`src/rtl/register_file_mp.sv`:
```
// register_file_mp
//   Multi-port integer register bank (x0..x{REG_COUNT-1}) for superscalar and
//   out-of-order RISC-V cores. It provides asynchronous read ports, synchronous
//   write ports, optional write-to-read forwarding, a per-register busy
//   scoreboard for RAW hazard detection, and a sequential bank-clear FSM.
//   Register x0 always reads as zero and is never marked busy.
//
// Ports
//   i_clk          clock, rising edge
//   i_rst_n        asynchronous reset, active low
//   i_rd_addr      read addresses, port p at [p*AW +: AW]
//   o_rd_data      read data, port p at [p*DW +: DW] (combinational)
//   o_rd_busy      per read port: addressed register has a pending producer
//   i_wr_en        per write port enable
//   i_wr_addr      write addresses, port w at [w*AW +: AW]
//   i_wr_data      write data, port w at [w*DW +: DW]
//   i_issue_valid  mark i_issue_addr busy (new producer issued)
//   i_issue_addr   destination register being issued
//   i_clear_req    start a bank clear (level, sampled only while idle)
//   o_clear_busy   clear FSM active (CLEAR or DONE)
//   o_clear_done   one-cycle pulse when a clear completes
module register_file_mp #(
  parameter int DATA_WIDTH = 32,
  parameter int REG_COUNT  = 32,
  parameter int NUM_RD     = 2,
  parameter int NUM_WR     = 2,
  parameter int BYPASS     = 1
) (
  input  logic                                   i_clk,
  input  logic                                   i_rst_n,
  input  logic [NUM_RD*$clog2(REG_COUNT)-1:0]    i_rd_addr,
  output logic [NUM_RD*DATA_WIDTH-1:0]           o_rd_data,
  output logic [NUM_RD-1:0]                      o_rd_busy,
  input  logic [NUM_WR-1:0]                      i_wr_en,
  input  logic [NUM_WR*$clog2(REG_COUNT)-1:0]    i_wr_addr,
  input  logic [NUM_WR*DATA_WIDTH-1:0]           i_wr_data,
  input  logic                                   i_issue_valid,
  input  logic [$clog2(REG_COUNT)-1:0]           i_issue_addr,
  input  logic                                   i_clear_req,
  output logic                                   o_clear_busy,
  output logic                                   o_clear_done
);

  localparam int DW = DATA_WIDTH;
  localparam int AW = $clog2(REG_COUNT);
  localparam logic [AW-1:0] LAST_IDX = AW'(REG_COUNT - 1);

  typedef enum logic [1:0] {
    S_IDLE  = 2'd0,
    S_CLEAR = 2'd1,
    S_DONE  = 2'd2
  } state_t;

  state_t            state_q;
  logic [AW-1:0]     idx_q;
  logic              busy_q;
  logic              done_q;

  logic [DW-1:0]        regs_q [REG_COUNT];
  logic [DW-1:0]        regs_d [REG_COUNT];
  logic [REG_COUNT-1:0] sb_q;
  logic [REG_COUNT-1:0] sb_d;

  // Writes and issues are only honoured while the clear FSM is idle.
  logic accept;
  assign accept = (state_q == S_IDLE);

  // Clear FSM. idx walks 1..REG_COUNT-1 and stops there, so it never wraps.
  always_ff @(posedge i_clk or negedge i_rst_n) begin
    if (!i_rst_n) begin
      state_q <= S_IDLE;
      idx_q   <= '0;
      busy_q  <= 1'b0;
      done_q  <= 1'b0;
    end else begin
      case (state_q)
        S_IDLE: begin
          if (i_clear_req) begin
            state_q <= S_CLEAR;
            idx_q   <= AW'(1);
            busy_q  <= 1'b1;
          end
        end
        S_CLEAR: begin
          if (idx_q == LAST_IDX) begin
            state_q <= S_DONE;
            done_q  <= 1'b1;
          end else begin
            idx_q <= idx_q + AW'(1);
          end
        end
        S_DONE: begin
          state_q <= S_IDLE;
          busy_q  <= 1'b0;
          done_q  <= 1'b0;
        end
        default: begin
          state_q <= S_IDLE;
          busy_q  <= 1'b0;
          done_q  <= 1'b0;
        end
      endcase
    end
  end

  assign o_clear_busy = busy_q;
  assign o_clear_done = done_q;

  // Next state of the bank and scoreboard. Ports are applied in ascending
  // order so the highest-indexed port wins an address collision; the issue
  // is applied after the writes so a new producer keeps the register busy.
  always_comb begin
    regs_d = regs_q;
    sb_d   = sb_q;
    if (accept) begin
      for (int w = 0; w < NUM_WR; w++) begin
        if (i_wr_en[w] && (i_wr_addr[w*AW +: AW] != '0)) begin
          regs_d[i_wr_addr[w*AW +: AW]] = i_wr_data[w*DW +: DW];
          sb_d[i_wr_addr[w*AW +: AW]]   = 1'b0;
        end
      end
      if (i_issue_valid && (i_issue_addr != '0)) begin
        sb_d[i_issue_addr] = 1'b1;
      end
      // Starting a clear discards every pending producer.
      if (i_clear_req) begin
        sb_d = '0;
      end
    end else if (state_q == S_CLEAR) begin
      regs_d[idx_q] = '0;
    end
  end

  always_ff @(posedge i_clk or negedge i_rst_n) begin
    if (!i_rst_n) begin
      for (int r = 0; r < REG_COUNT; r++) begin
        regs_q[r] <= '0;
      end
      sb_q <= '0;
    end else begin
      for (int r = 0; r < REG_COUNT; r++) begin
        regs_q[r] <= regs_d[r];
      end
      sb_q <= sb_d;
    end
  end

  // Read ports: stored value, optionally overridden by a same-cycle write.
  for (genvar p = 0; p < NUM_RD; p++) begin : g_rd
    logic [AW-1:0] ra;
    logic [DW-1:0] rdata;

    assign ra = i_rd_addr[p*AW +: AW];

    always_comb begin
      rdata = regs_q[ra];
      if ((BYPASS != 0) && accept) begin
        for (int w = 0; w < NUM_WR; w++) begin
          if (i_wr_en[w] && (i_wr_addr[w*AW +: AW] == ra)) begin
            rdata = i_wr_data[w*DW +: DW];
          end
        end
      end
      if (ra == '0) begin
        rdata = '0;
      end
    end

    assign o_rd_data[p*DW +: DW] = rdata;
    assign o_rd_busy[p]          = sb_q[ra];
  end

endmodule

```
`config.mk`:
```
export PLATFORM = sky130hd
export DESIGN_NAME = register_file_mp
export DESIGN_NICKNAME = d
export VERILOG_FILES = /design/src/rtl/register_file_mp.sv
export SDC_FILE = /design/constraint.sdc
export NUM_CORES = 2
export LEC_CHECK = 0
export ABC_CLOCK_PERIOD_IN_PS = 3600
export BUFFER_PORTS_ARGS = -buffer_cell sky130_fd_sc_hd__buf_2
export CAP_MARGIN = 15
export CORE_MARGIN = 10
export CORE_UTILIZATION = 25
export CTS_CLUSTER_DIAMETER = 80
export DETAILED_ROUTE_END_ITERATION = 8
export PLACE_DENSITY = 0.36
export SETUP_SLACK_MARGIN = 0.02
export SLEW_MARGIN = 20
export SYNTH_ARGS = -nofsm -noshare
export SYNTH_HDL_FRONTEND = slang
export SYNTH_SLANG_ARGS = --single-unit
```
`constraint.sdc`:
```
create_clock -name i_clk -period 3.6 [get_ports i_clk]
set_clock_uncertainty 0.1 [all_clocks]
set_input_delay 0.54 -clock i_clk [delete_from_list [all_inputs] [get_ports i_clk]]
set_output_delay 0.54 -clock i_clk [all_outputs]
set_load 0.01 [all_outputs]
```
==> metrics.md <==
| Metric | Value |
|---|---|
| Max VDD drop | 0.491 mV |
| Fmax | 274 MHz |
| Post-layout min period | 3.65 ns |
| Initial core utilization | 25.1% |
| Die W | 576 um |
| Share of the synthesized area in the top cell type | 34.5% |
| Vias | 76.2k |
| Vias in the first global route | 72.9k |
| Post-Syn Area per Cell | 8.66 um2 |
| Outcome | finished with violations |
| FFs w/ async S/R, synth | 100% |
| Hold Fails Final Rpt | 0 |
| Final Setup Violations | 2 |
| Final RePlAce weighted congestion | 0.906 |
| Synth warn | 0 |
| First-pass GRT wire length | 638000 um |
| Vias per cell | 5.85 |
| Area grow syn2layout | 18.9% |
| Post-synthesis cell area | 77300 um2 |
| CTS HTree Levels | 4 |
| CTS clock-pin slew for the worst setup and hold paths | 0.06 ns |
| Finished Layout Cells | 13.0k |
| DP Worst Slack | -0.199 ns |
| Worst EP arrival | 3.01 ns |
| TritonRoute pass-1 iters | 6 |
| CTS tree | done |
| CTS Buf Count | 154 |
| WS Path Type | primary input to output pin |
| Max Root-Sink Buffers | 4 |
| Post-DRT Antenna Nets | 0 |
| Clock Tree Root | clkbuf_16 |
| Met1 Use GR | 37.1% |
| Rel. slew slack | 21.8% |
| CP Data Required Time | 2.96 ns |
| Ys flop type | dfrtp_1 |
| RSZ-0062 raised after global routing | false |
| Seq/Total Area, Yosys | 34.5% |
| Syn Inst Count | 8929 |
| Final period utilization | 101% |
| Power per standard cell area | 600 nW/um2 |
| Least-Margin Pin Slew | 1.17 ns |
| Net Count, Synth | 9029 |
| Library cells used by synthesis | 63 |
| # IOs | 163 |
| GRT Total Usage | 26.8% |
| Clk_lat worst skew | 0.84 ns |
| Pin count of the biggest net entering global routing | 130 |
| Fin. max-slew vios | 0 |
| Post-place instance area | 86800 um2 |
| Startpoint types | primary input |
| Iter 0 DRT Violations | 9119 |
| Busiest grt layer | met2 |
| Die area | 332000 um2 |
| DP Wirelength | 302000 um |
| Layout cell share with drive strength beyond 1 | 13.1% |
| Core footprint | 308000 um2 |
| Routed WL | 467000 um |
| Die H | 576 um |
| Worst setup EP type | output pin |
| Most frequent cell after synthesis | mux2i_1 |
| Avg WL per Cell | 35.9 um |
| HP Class | primary input to register |
| Post-synth EDFFs | 0 |
| Inst Count DP | 12.7k |
| Setup TNS | -0.101 ns |
| Leakage | 41.1 nW |
| Gr ovfl total | 0 |
| Post-synth top cells | mux2i_1 (1874), nand2_1 (1168), dfrtp_1 (1065), o21ai_0 (917), clkbuf_1 (725) |
| Fin nets | 8884 |
| Met3 usage | 5.09% |
| Fin area | 91900 um2 |
| Global Route met2 Usage | 40.5% |
| Clk sink count | 1065 |
| Max-cap violations | 0 |
| IO buf count | 162 |
| Initial antenna violation count | 59 |
| DRC errors left | 0 |
| Flops & latches, synth | 1065 |
| Worst setup margin | -0.0517 ns |
| Failing checks | setup timing |
| Post-synth top area cell | dfrtp_1 |
| WHS | 0.0361 ns |
| Area contributors post-synth | dfrtp_1 (34%), mux2i_1 (24%), a22o_1 (6.6%), o21ai_0 (5.9%), nand2_1 (5.7%) |
| Site Rows | 204 |
| Crit path max fanout | 10 |
[worst paths after layout]
path / end / slack (ns) / from / cells after the start
max: o_rd_data[32] / -0.05 / i_rd_addr[6] / 10
min: sb_q[31] / 0.04 / i_issue_addr[1] / 4
max reg2reg: regs_q[963] / 0.46 / idx_q[1] / 9
min reg2reg: o_clear_done / 0.38 / o_clear_done / 1
max in group asynchronous: regs_q[618] / 1.88 / i_rst_n / 3
min in group asynchronous: regs_q[345] / 0.27 / i_rst_n / 2
[placed cells by master, fill, tap and decap left out, types with 155 or more instances in the layout]
| cell type | Yosys | final |
|---|---|---|
| nand3_1 | 275 | 267 |
| nand2_1 | 1168 | 1150 |
| dfrtp_1 | 1065 | 1064 |
| buf_2 | 250 | 156 |
| clkbuf_16 | 0 | 155 |
| a22oi_1 | 538 | 536 |
| a21oi_1 | 519 | 491 |
| buf_4 | 22 | 408 |
| a22o_1 | 582 | 582 |
| o21ai_0 | 917 | 917 |
| mux2i_1 | 1874 | 1870 |
| buf_12 | 0 | 210 |
| nor2_1 | 367 | 337 |
[critical path, stage by stage]
cell	delay [ns]
buf_8	0.19
buf_12	0.22
buf_4	0.28
mux2i_1	0.13
a22oi_1	0.23
nand3_1	0.36
and4_1	0.34
buf_4	0.16
o22ai_1	0.29
buf_2	0.21
[final cells by class]
type | count | area [um2]
Multi-Input combinational cell | 6763 | 47000
Antenna cell | 14 | 35.0
Tap cell | 4120 | 5150
Inverter | 14 | 52.6
Sequential cell | 1065 | 26700
Clock buffer | 233 | 4480
Clock inverter | 23 | 330
Timing Repair Buffer | 786 | 8190
Fill cell | 32200 | 216000
[where the power goes]
part	internal [mW]	leakage, nW	switching [mW]
clock	9.09	2.36	6.44
sequential	15.4	14.6	4.00
combinational	7.62	24.2	12.7
total	32.1	41.1	23.1
[flip-flops by register name, summed over array words and instances, names as in the netlist]
signal	count
regs_q	1024
sb_q	32
o_clear_busy	1
o_clear_done	1
idx_q	5
state_q	2
[logic make-up after synthesis]
kind of cell               after synthesis  share of synthesized area (%)
AOI/OAI and AO/OA                     2789                           22.9
and+or+nand+nor                       2052                           11.5
muxes                                 1897                           24.9
buffers and inverters                 1101                           5.95
DFF                                   1065                           34.5
xor gates and xnor gates                20                          0.227
adders and majority gates                5                         0.0809
[metrics by stage]
stage	util (%)	total power [mW]
2_1_floorplan	-	30.0
6_report	29.8	55.2
5_1_grt	29.8	57.7
3_5_place_dp	28.2	39.2
3_3_place_gp	28.2	38.8
4_1_cts	29.8	54.9
[per-layer routing]
layer,vias to the layer above,wire length [um]
met5,-,159
met4,24,23700
met3,926,36300
met2,3895,201000
met1,39000,206000
li1,32300,-
[repair_timing]
item,in CTS,in global routing
gates resized for setup,14,11
pin swaps,1,0
buffers inserted,5,0
setup endpoints to repair,23,12
hold buffers,4,0
endpoints found under the hold margin,34,0
Note: power is estimated with default switching activity, not from simulation.
